$ cat src/rtl/gost_28147_89_gamma_pkg.sv
// Shared definitions for the GOST 28147-89 gamma (counter-mode) front-end:
// step constants, controller state encoding and the end-around-carry adder.
package gost_28147_89_gamma_pkg;

    localparam logic [31:0] C1_DEFAULT = 32'h01010104;
    localparam logic [31:0] C2_DEFAULT = 32'h01010101;

    typedef enum logic [2:0] {
        ST_IDLE      = 3'd0,
        ST_INIT      = 3'd1,
        ST_INIT_WAIT = 3'd2,
        ST_STEP      = 3'd3,
        ST_GEN       = 3'd4,
        ST_GEN_WAIT  = 3'd5,
        ST_HOLD      = 3'd6
    } gamma_state_e;

    // Addition modulo 2^32-1 in its hardware form: the carry out of bit 31
    // is folded back into bit 0.
    function automatic logic [31:0] add_end_around(input logic [31:0] a,
                                                   input logic [31:0] b);
        logic [32:0] s;
        s = {1'b0, a} + {1'b0, b};
        return s[31:0] + {31'd0, s[32]};
    endfunction

endpackage

$ cat src/rtl/gost_28147_89.sv
// GOST 28147-89 ECB block core: one Feistel round per clock, 32 rounds per block,
// done pulses for one cycle when cdata holds the result.
module gost_28147_89 (
    input  logic         clk,
    input  logic         rst,
    input  logic         mode,
    input  logic         load,
    input  logic [255:0] key,
    input  logic [63:0]  pdata,
    output logic         done,
    output logic [63:0]  cdata
);

    // Test-parameter S-box; row i substitutes nibble i, entry j lives at bits [4j+3:4j].
    localparam logic [63:0] SBOX [8] = '{
        64'h35F7C1B6E08D29A4,
        64'h95701832AFD6C4BE,
        64'hB9067CFE243AD185,
        64'h352BC64EF9801AD7,
        64'h2B30E9A48DF517C6,
        64'hEFC95863D1270AB4,
        64'hC2867EA095F314BD,
        64'hC8B6E3294A750DF1
    };

    logic [31:0] n1_q, n1_d;
    logic [31:0] n2_q, n2_d;
    logic [4:0]  round_q, round_d;
    logic        run_q, run_d;
    logic        done_q, done_d;
    logic [2:0]  key_idx;
    logic [31:0] round_key;

    function automatic logic [31:0] round_f(input logic [31:0] x);
        logic [31:0] y;
        y = '0;
        for (int i = 0; i < 8; i++) begin
            y[4*i +: 4] = SBOX[i][{x[4*i +: 4], 2'b00} +: 4];
        end
        return {y[20:0], y[31:21]};
    endfunction

    // Encrypt: K0..K7 three times then K7..K0; decrypt: K0..K7 once then K7..K0 three times.
    always_comb begin
        key_idx = round_q[2:0];
        if (mode) begin
            if (round_q >= 5'd8) key_idx = ~round_q[2:0];
        end else begin
            if (round_q >= 5'd24) key_idx = ~round_q[2:0];
        end
        round_key = key[{key_idx, 5'b00000} +: 32];
    end

    always_comb begin
        n1_d    = n1_q;
        n2_d    = n2_q;
        round_d = round_q;
        run_d   = run_q;
        done_d  = 1'b0;
        if (load) begin
            n1_d    = pdata[31:0];
            n2_d    = pdata[63:32];
            round_d = 5'd0;
            run_d   = 1'b1;
        end else if (run_q) begin
            n1_d    = n2_q ^ round_f(n1_q + round_key);
            n2_d    = n1_q;
            round_d = round_q + 5'd1;
            if (round_q == 5'd31) begin
                run_d  = 1'b0;
                done_d = 1'b1;
            end
        end
    end

    always_ff @(posedge clk) begin
        if (rst) begin
            n1_q    <= '0;
            n2_q    <= '0;
            round_q <= '0;
            run_q   <= 1'b0;
            done_q  <= 1'b0;
        end else begin
            n1_q    <= n1_d;
            n2_q    <= n2_d;
            round_q <= round_d;
            run_q   <= run_d;
            done_q  <= done_d;
        end
    end

    // The last round leaves the halves un-swapped in the output word.
    assign cdata = {n1_q, n2_q};
    assign done  = done_q;

endmodule

$ cat src/rtl/gost_28147_89_gamma.sv
// Counter-mode (gamma) stream front-end: seeds N3/N4 from the encrypted IV, then
// XORs each data block with the encryption of the stepped counter.
module gost_28147_89_gamma
    import gost_28147_89_gamma_pkg::*;
#(
    parameter logic [31:0] C1 = C1_DEFAULT,
    parameter logic [31:0] C2 = C2_DEFAULT
) (
    input  logic         clk,
    input  logic         rst,
    input  logic [255:0] key,
    input  logic [63:0]  iv,
    input  logic         start,
    output logic         busy,
    input  logic         in_valid,
    output logic         in_ready,
    input  logic [63:0]  in_data,
    input  logic         in_last,
    output logic         out_valid,
    input  logic         out_ready,
    output logic [63:0]  out_data
);

    // Handshake: a block moves on any cycle where valid && ready at the rising
    // edge; out_valid/out_data hold until taken, and a fresh accept may coincide
    // with the handoff of the previous block.

    gamma_state_e state_q, state_d;
    logic [255:0] key_q, key_d;
    logic [63:0]  iv_q, iv_d;
    logic [63:0]  ctr_q, ctr_d;
    logic [63:0]  gamma_q, gamma_d;
    logic         gamma_valid_q, gamma_valid_d;
    logic         out_valid_q, out_valid_d;
    logic [63:0]  out_data_q, out_data_d;

    logic         core_load;
    logic [63:0]  core_pdata;
    logic         core_done;
    logic [63:0]  core_cdata;
    logic         accept;

    assign in_ready = gamma_valid_q && (!out_valid_q || out_ready);
    assign accept   = in_valid && in_ready;

    always_comb begin
        state_d       = state_q;
        key_d         = key_q;
        iv_d          = iv_q;
        ctr_d         = ctr_q;
        gamma_d       = gamma_q;
        gamma_valid_d = gamma_valid_q;
        out_valid_d   = out_valid_q;
        out_data_d    = out_data_q;
        core_load     = 1'b0;
        core_pdata    = ctr_q;

        if (out_valid_q && out_ready) out_valid_d = 1'b0;
        if (accept) begin
            out_valid_d = 1'b1;
            out_data_d  = in_data ^ gamma_q;
        end

        case (state_q)
            ST_IDLE: begin
                // A block still waiting downstream keeps the session busy.
                if (start && !out_valid_q) begin
                    key_d   = key;
                    iv_d    = iv;
                    state_d = ST_INIT;
                end
            end
            ST_INIT: begin
                core_load  = 1'b1;
                core_pdata = iv_q;
                state_d    = ST_INIT_WAIT;
            end
            ST_INIT_WAIT: begin
                if (core_done) begin
                    ctr_d   = core_cdata;
                    state_d = ST_STEP;
                end
            end
            ST_STEP: begin
                ctr_d   = {add_end_around(ctr_q[63:32], C1), ctr_q[31:0] + C2};
                state_d = ST_GEN;
            end
            ST_GEN: begin
                core_load = 1'b1;
                state_d   = ST_GEN_WAIT;
            end
            ST_GEN_WAIT: begin
                if (core_done) begin
                    gamma_d       = core_cdata;
                    gamma_valid_d = 1'b1;
                    state_d       = ST_HOLD;
                end
            end
            ST_HOLD: begin
                if (accept) begin
                    gamma_valid_d = 1'b0;
                    state_d       = in_last ? ST_IDLE : ST_STEP;
                end
            end
            default: state_d = ST_IDLE;
        endcase
    end

    always_ff @(posedge clk) begin
        if (!rst) begin
            state_q       <= ST_IDLE;
            key_q         <= '0;
            iv_q          <= '0;
            ctr_q         <= '0;
            gamma_q       <= '0;
            gamma_valid_q <= 1'b0;
            out_valid_q   <= 1'b0;
            out_data_q    <= '0;
        end else begin
            state_q       <= state_d;
            key_q         <= key_d;
            iv_q          <= iv_d;
            ctr_q         <= ctr_d;
            gamma_q       <= gamma_d;
            gamma_valid_q <= gamma_valid_d;
            out_valid_q   <= out_valid_d;
            out_data_q    <= out_data_d;
        end
    end

    gost_28147_89 u_core (
        .clk   (clk),
        .rst   (~rst),
        .mode  (1'b0),
        .load  (core_load),
        .key   (key_q),
        .pdata (core_pdata),
        .done  (core_done),
        .cdata (core_cdata)
    );

    assign busy      = (state_q != ST_IDLE) || out_valid_q;
    assign out_valid = out_valid_q;
    assign out_data  = out_data_q;

endmodule

$ cat config.mk
export PLATFORM = sky130hd
export DESIGN_NAME = gost_28147_89_gamma
export DESIGN_NICKNAME = d
export VERILOG_FILES = /design/src/rtl/gost_28147_89_gamma_pkg.sv /design/src/rtl/gost_28147_89.sv /design/src/rtl/gost_28147_89_gamma.sv
export SDC_FILE = /design/constraint.sdc
export NUM_CORES = 2
export LEC_CHECK = 0
export ABC_CLOCK_PERIOD_IN_PS = 17920
export CAP_MARGIN = 25
export CORE_MARGIN = 2
export CORE_UTILIZATION = 55
export CTS_CLUSTER_SIZE = 16
export DETAILED_ROUTE_END_ITERATION = 12
export PLACE_DENSITY_LB_ADDON = 0.08
export SLEW_MARGIN = 25
export SYNTH_ARGS = -nofsm -noshare
export SYNTH_HDL_FRONTEND = slang
export SYNTH_SLANG_ARGS = --single-unit
$ cat constraint.sdc
create_clock -name clk -period 17.92 [get_ports clk]
set_input_delay 3.584 -clock clk [delete_from_list [all_inputs] [get_ports clk]]
set_output_delay 3.584 -clock clk [all_outputs]
set_load 0.03 [all_outputs]
# Yosys cells after proc, flatten, opt, wreduce, memory -nomap -nowiden
# Index checks and enable logic that the tools add are counted.
word_totals:
  wordCells: 89
  reg_bits: 588
classes:
  bitwise: 5
  shift: 9
  n_reduce_logical: 21
  eq_ne: 11
  n_addsub: 5
  n_lt_le_gt_ge: 1
  n_mux: 24
ops:
  columns: ["operator", "count"]
  rows:
  - ["$shiftx 64x7->4 const A", 8]
  - ["$shiftx 256x9->32", 1]
  - ["$mux 32", 4]
  - ["$mux 64", 2]
  - ["$pmux 64 s2", 1]
  - ["$xor 64x64->64", 1]
  - ["$add 32x25->33 const B", 1]
  - ["$add 32x1->32", 1]
  - ["$add 32x25->32 const B", 1]
  - ["$add 32x32->32", 1]
  - ["$xor 32x32->32", 1]
  - ["$pmux 3 s7", 1]
  - ["$mux 3", 5]
  - ["$eq 3x3->1 const B", 3]
  - ["$mux 1", 9]
  - ["$reduce_bool 2->1", 4]
  - ["$eq 3x2->1 const B", 2]
  - ["$reduce_and 2->1", 3]
  - ["$add 5x1->5 const B", 1]
  - ["$eq 5x5->1 const B", 1]
  - ["$ge 5x5->1 const B", 1]
  - ["$logic_and 1x1->1", 4]
  - ["$ne 2x1->1 const B", 2]
  - ["$ne 2x2->1 const B", 2]
  - ["other kinds (13)", 16]

# Depth between registers and ports, before layout
depth:
  word_depth: 8
  ltp_mapped: 22
  ltp_nobuf: 20

# Hierarchy
# A second synthesis with hierarchy kept.
unflattened:
  cells_unflattened: 3707
  area_unflattened_um2: 30191.5
by_module_without_submodules:
  columns: ["mod", "instances", "seq_area_each_um2", "area_per_inst_um2", "cells_per_inst"]
  rows:
  - ["gost_28147_89_gamma", 1, 10349.9, 21439.3, 2735]
  - ["gost_28147_89", 1, 1421.4, 8752.1, 972]

# Least setup slack after synthesis
# OpenSTA, ideal clock, no wires.
synth_timing:
  path_kind: "input to output"
  startpoint: "input port out_ready"
  endpoint: "output port in_ready"
  t_arrival_ns: 4.004
  required_ns: 14.336
  path_buffers: 0
  stages: 2
  setup_slack_ns: 10.332
  path_cell_list: "nand2b_1 -> and2_1"
synth_between:
  elab_chain_cells: 2
synth_rtl:
  columns: ["element", "line", "source"]
  rows:
  - ["start: declaration", "gost_28147_89_gamma.sv:20", "input logic out_ready,"]
  - ["$logic_or 1x1->1", "gost_28147_89_gamma.sv:43", "assign in_ready = gamma_valid_q && (!out_valid_q || out_ready);"]
  - ["$logic_and 1x1->1", "gost_28147_89_gamma.sv:43", null]
  - ["end: declaration", "gost_28147_89_gamma.sv:16", "output logic in_ready,"]
# Every way passes these cells.

# Worst setup path in the final report
# Ends and elaborated chain as after synthesis.

==> impl_metrics.env <==
export IMPL_preCtsSetupSlack_ns=9.34
export IMPL_route_detailed_drc=0
export IMPL_cp_arrival_ns=4.99
export IMPL_vias=27900
export IMPL_leakagePower_nw=13.0
export IMPL_tightestPinTransition_ns=1.10
export IMPL_wl_per_cell_um=21.8
export IMPL_num_rows=84
export IMPL_clockBufferDepth=3
export IMPL_hold_violations=0
export IMPL_synthCells=3603
export IMPL_yosys_warnings=0
export IMPL_setup_tns_ns=0
export IMPL_status="finished, final reports clean"
export IMPL_gr_usage_met3_pct=9.05
export IMPL_cts_tree="built"
export IMPL_synth_edf_count=0
export IMPL_power_mw=4.86
export IMPL_final_common_cell="nand2_1"
export IMPL_hp_start="key_q[10]$_SDFFE_PN0P_"
export IMPL_startpoint_type="input pin"
export IMPL_max_stage_delay_ns=0.67
export IMPL_hold_class="flip-flop to flip-flop"
export IMPL_rsz0062_at_grt="false"
export IMPL_critical_path_slowest_cell="clkdlybuf4s50_1"
export IMPL_cts_sinks=588
export IMPL_grt_total_usage_pct=35.8
export IMPL_ctsResizeCount=0
export IMPL_clock_latency_ns=0.64
export IMPL_place_gp_congestion=0.909
export IMPL_whs_endpoint="key_q[10]$_SDFFE_PN0P_"
export IMPL_numCtsBuffers=60
export IMPL_die_width_um=234
export IMPL_finalCriticalPeriod_ns=8.57
export IMPL_setup_viol=0
export IMPL_grt_antenna_before_repair=18
export IMPL_die_h_um=234
export IMPL_cts_hold_buf=0
export IMPL_drt_first_pass_iters=6
export IMPL_cts_root_buffer="clkbuf_16"
export IMPL_r2r_start="u_core.round_q[0]$_SDFFE_PP0P_"
export IMPL_final_cells=4634
export IMPL_grt_use_met1_pct=43.7
export IMPL_synth_cell_area_mm2=0.0291
export IMPL_cts_htree_levels=2
export IMPL_critPathMaxFanout=3
export IMPL_initial_utilization_pct=55.5
export IMPL_grt_pass1_vias=26400
export IMPL_worstRegToRegCells=20
export IMPL_p_per_area_mw_per_mm2=135
export IMPL_peakVddDrop_mv=0.0916
export IMPL_synth_seq_area_share_pct=40.4
export IMPL_drive_above_1_share_pct=7.31
export IMPL_met2_usage_pct=58.1
export IMPL_yosys_most_used_dff="dfxtp_1"
export IMPL_slew_viol_final=0
export IMPL_fin_area_mm2=0.0360
export IMPL_holdWs_ns=0.451
export IMPL_syn_nets=4079
export IMPL_grt_start_max_net_pins=238
export IMPL_critPathKind="input pin to output pin"
export IMPL_core_region_area_mm2=0.0524
export IMPL_synthArstFlopShare_pct=0
export IMPL_fin_crit_sh_pct=47.8
export IMPL_cts_setup_buffers=0
export IMPL_syn_avg_cell_area_um2=8.09
export IMPL_fmax_mhz=117
export IMPL_cpMostUsedCell="clkdlybuf4s50_1"
export IMPL_ys_types=92
export IMPL_max_cap_viol_count=0
export IMPL_dp_hpwl_mm=72.1
export IMPL_hold_depth=2
export IMPL_setup_ws_ns=9.35
export IMPL_synth_seq_cells=588
export IMPL_drt_initial_drc_count=2817
export IMPL_finalCoreUtilization_pct=68.6
export IMPL_nets=4368
export IMPL_path_cells="clkdlybuf4s50_1, nand2b_1, and2_1, clkdlybuf4s50_1"
export IMPL_relSlewSlack_pct=26.6
export IMPL_place_area_mm2=0.0338
export IMPL_io_buffer_count=456
export IMPL_cts_clk_slew_worst_paths_ns=0.06
export IMPL_top_usage_layer="met2"
export IMPL_clock_skew_ns=0.0312
export IMPL_cp_required_ns=14.34
export IMPL_ant_nets=0
export IMPL_reg2reg_slack_ns=10.98
export IMPL_viasPerCell=6.02
export IMPL_place_inst=4516
export IMPL_grt_pass1_wl_mm=151
export IMPL_grt_overflow_total=0
export IMPL_critPathCaptureType="output pin"
export IMPL_die_area_mm2=0.0548
export IMPL_io_pins=457
export IMPL_layout_common_cells="892 x nand2_1, 588 x dfxtp_1, 536 x a21oi_1, 455 x clkdlybuf4s50_1, 213 x nor2_1"
export IMPL_totalWireLength_mm=101
export IMPL_area_delta_synth_final_pct=23.6
export IMPL_r2r_end="u_core.n1_q[31]$_SDFFE_PN0P_"
## worst max path at each step
stage | startpoint | endpoint | slack [ns]
2_1_floorplan | out_ready | in_ready | 10.33
3_3_place_gp | out_ready | in_ready | 9.32
3_5_place_dp | out_ready | in_ready | 9.34
4_1_cts | out_ready | in_ready | 9.34
5_1_grt | out_ready | in_ready | 9.31
6_report | out_ready | in_ready | 9.35
## sequential cells by signal (all words and copies together) (netlist names)
signal,flops
ctr_q,64
gamma_q,64
gamma_valid_q,1
iv_q,64
key_q,256
out_data,64
out_valid,1
state_q,3
u_core.done,1
u_core.n1_q,32
u_core.n2_q,32
u_core.round_q,5
u_core.run_q,1
## metal layers
metal,up-vias,wire length (µm)
met5,-,164
li1,13100,-
met3,275,9490
met4,24,5930
met1,13200,39000
met2,1252,46400
## logic make-up after synthesis
group / synth area share [%]
xor+xnor: 4.29
simple gates: 18.9
flops: 40.4
fa+ha+maj: 3.72
compound gates: 20.4
mux: 8.01
buf+inv: 4.33
## Yosys cell counts, types with 4 or more instances
cell type | n | area share [%]
nand2_1 | 894 | 12
dfxtp_1 | 588 | 40
a21oi_1 | 536 | 9.2
clkbuf_1 | 231 | 3.0
nor2_1 | 215 | 2.8
o21ai_0 | 146 | 2.5
xnor2_1 | 108 | 3.2
a211oi_1 | 99 | 2.6
ha_1 | 85 | 3.7
mux4_2 | 70 | 5.4
inv_1 | 50 | 0.64
nor3_1 | 47 | 0.81
nand3_1 | 43 | 0.74
mux2_2 | 36 | 1.4
mux2i_1 | 34 | 1.2
or3_1 | 34 | 0.73
a22oi_1 | 30 | 0.77
xor2_1 | 29 | 0.87
a31oi_1 | 23 | 0.49
o221ai_1 | 21 | 0.63
o22ai_1 | 20 | 0.43
a21o_1 | 19 | 0.49
and3_1 | 18 | 0.39
o211ai_1 | 16 | 0.41
a221oi_1 | 15 | 0.45
and2_1 | 15 | 0.32
buf_1 | 14 | 0.18
nand2b_1 | 11 | 0.24
nand4_1 | 11 | 0.24
buf_2 | 9 | 0.15
a32oi_1 | 8 | 0.24
nor2b_1 | 7 | 0.15
a211o_1 | 6 | 0.18
o21a_1 | 6 | 0.15
or2_2 | 6 | 0.13
nor3b_1 | 5 | 0.13
a311oi_1 | 4 | 0.12
a41oi_1 | 4 | 0.12
and4_1 | 4 | 0.12
nor4_1 | 4 | 0.086
or4_1 | 4 | 0.10
## worst max-delay path: cells and delay by family
| family | cells | cell delay (ns) |
|---|---|---|
| buffers and inverters | 2 | 1.12 |
| AND/OR/NAND/NOR | 2 | 0.28 |
## report_power, final
group / total (mW) / internal [mW] / leakage [nW] / switching, mW
Sequential: 1.80 / 1.48 / 4.79 / 0.310
Clock: 1.34 / 0.795 / 1.03 / 0.541
Combinational: 1.73 / 0.702 / 7.21 / 1.02
## area by class of cell
cell class              instances  area, µm²
well taps                     688        861
clock buffers                  88       1760
flip-flops and latches        588      11800
diodes                          4       10.0
clock inverters                24        344
repair buffers                488       4880
inverters                      53        211
multi-input cells            2701      16200
fillers                      4286      16400
(Power assumes the default switching activity.)
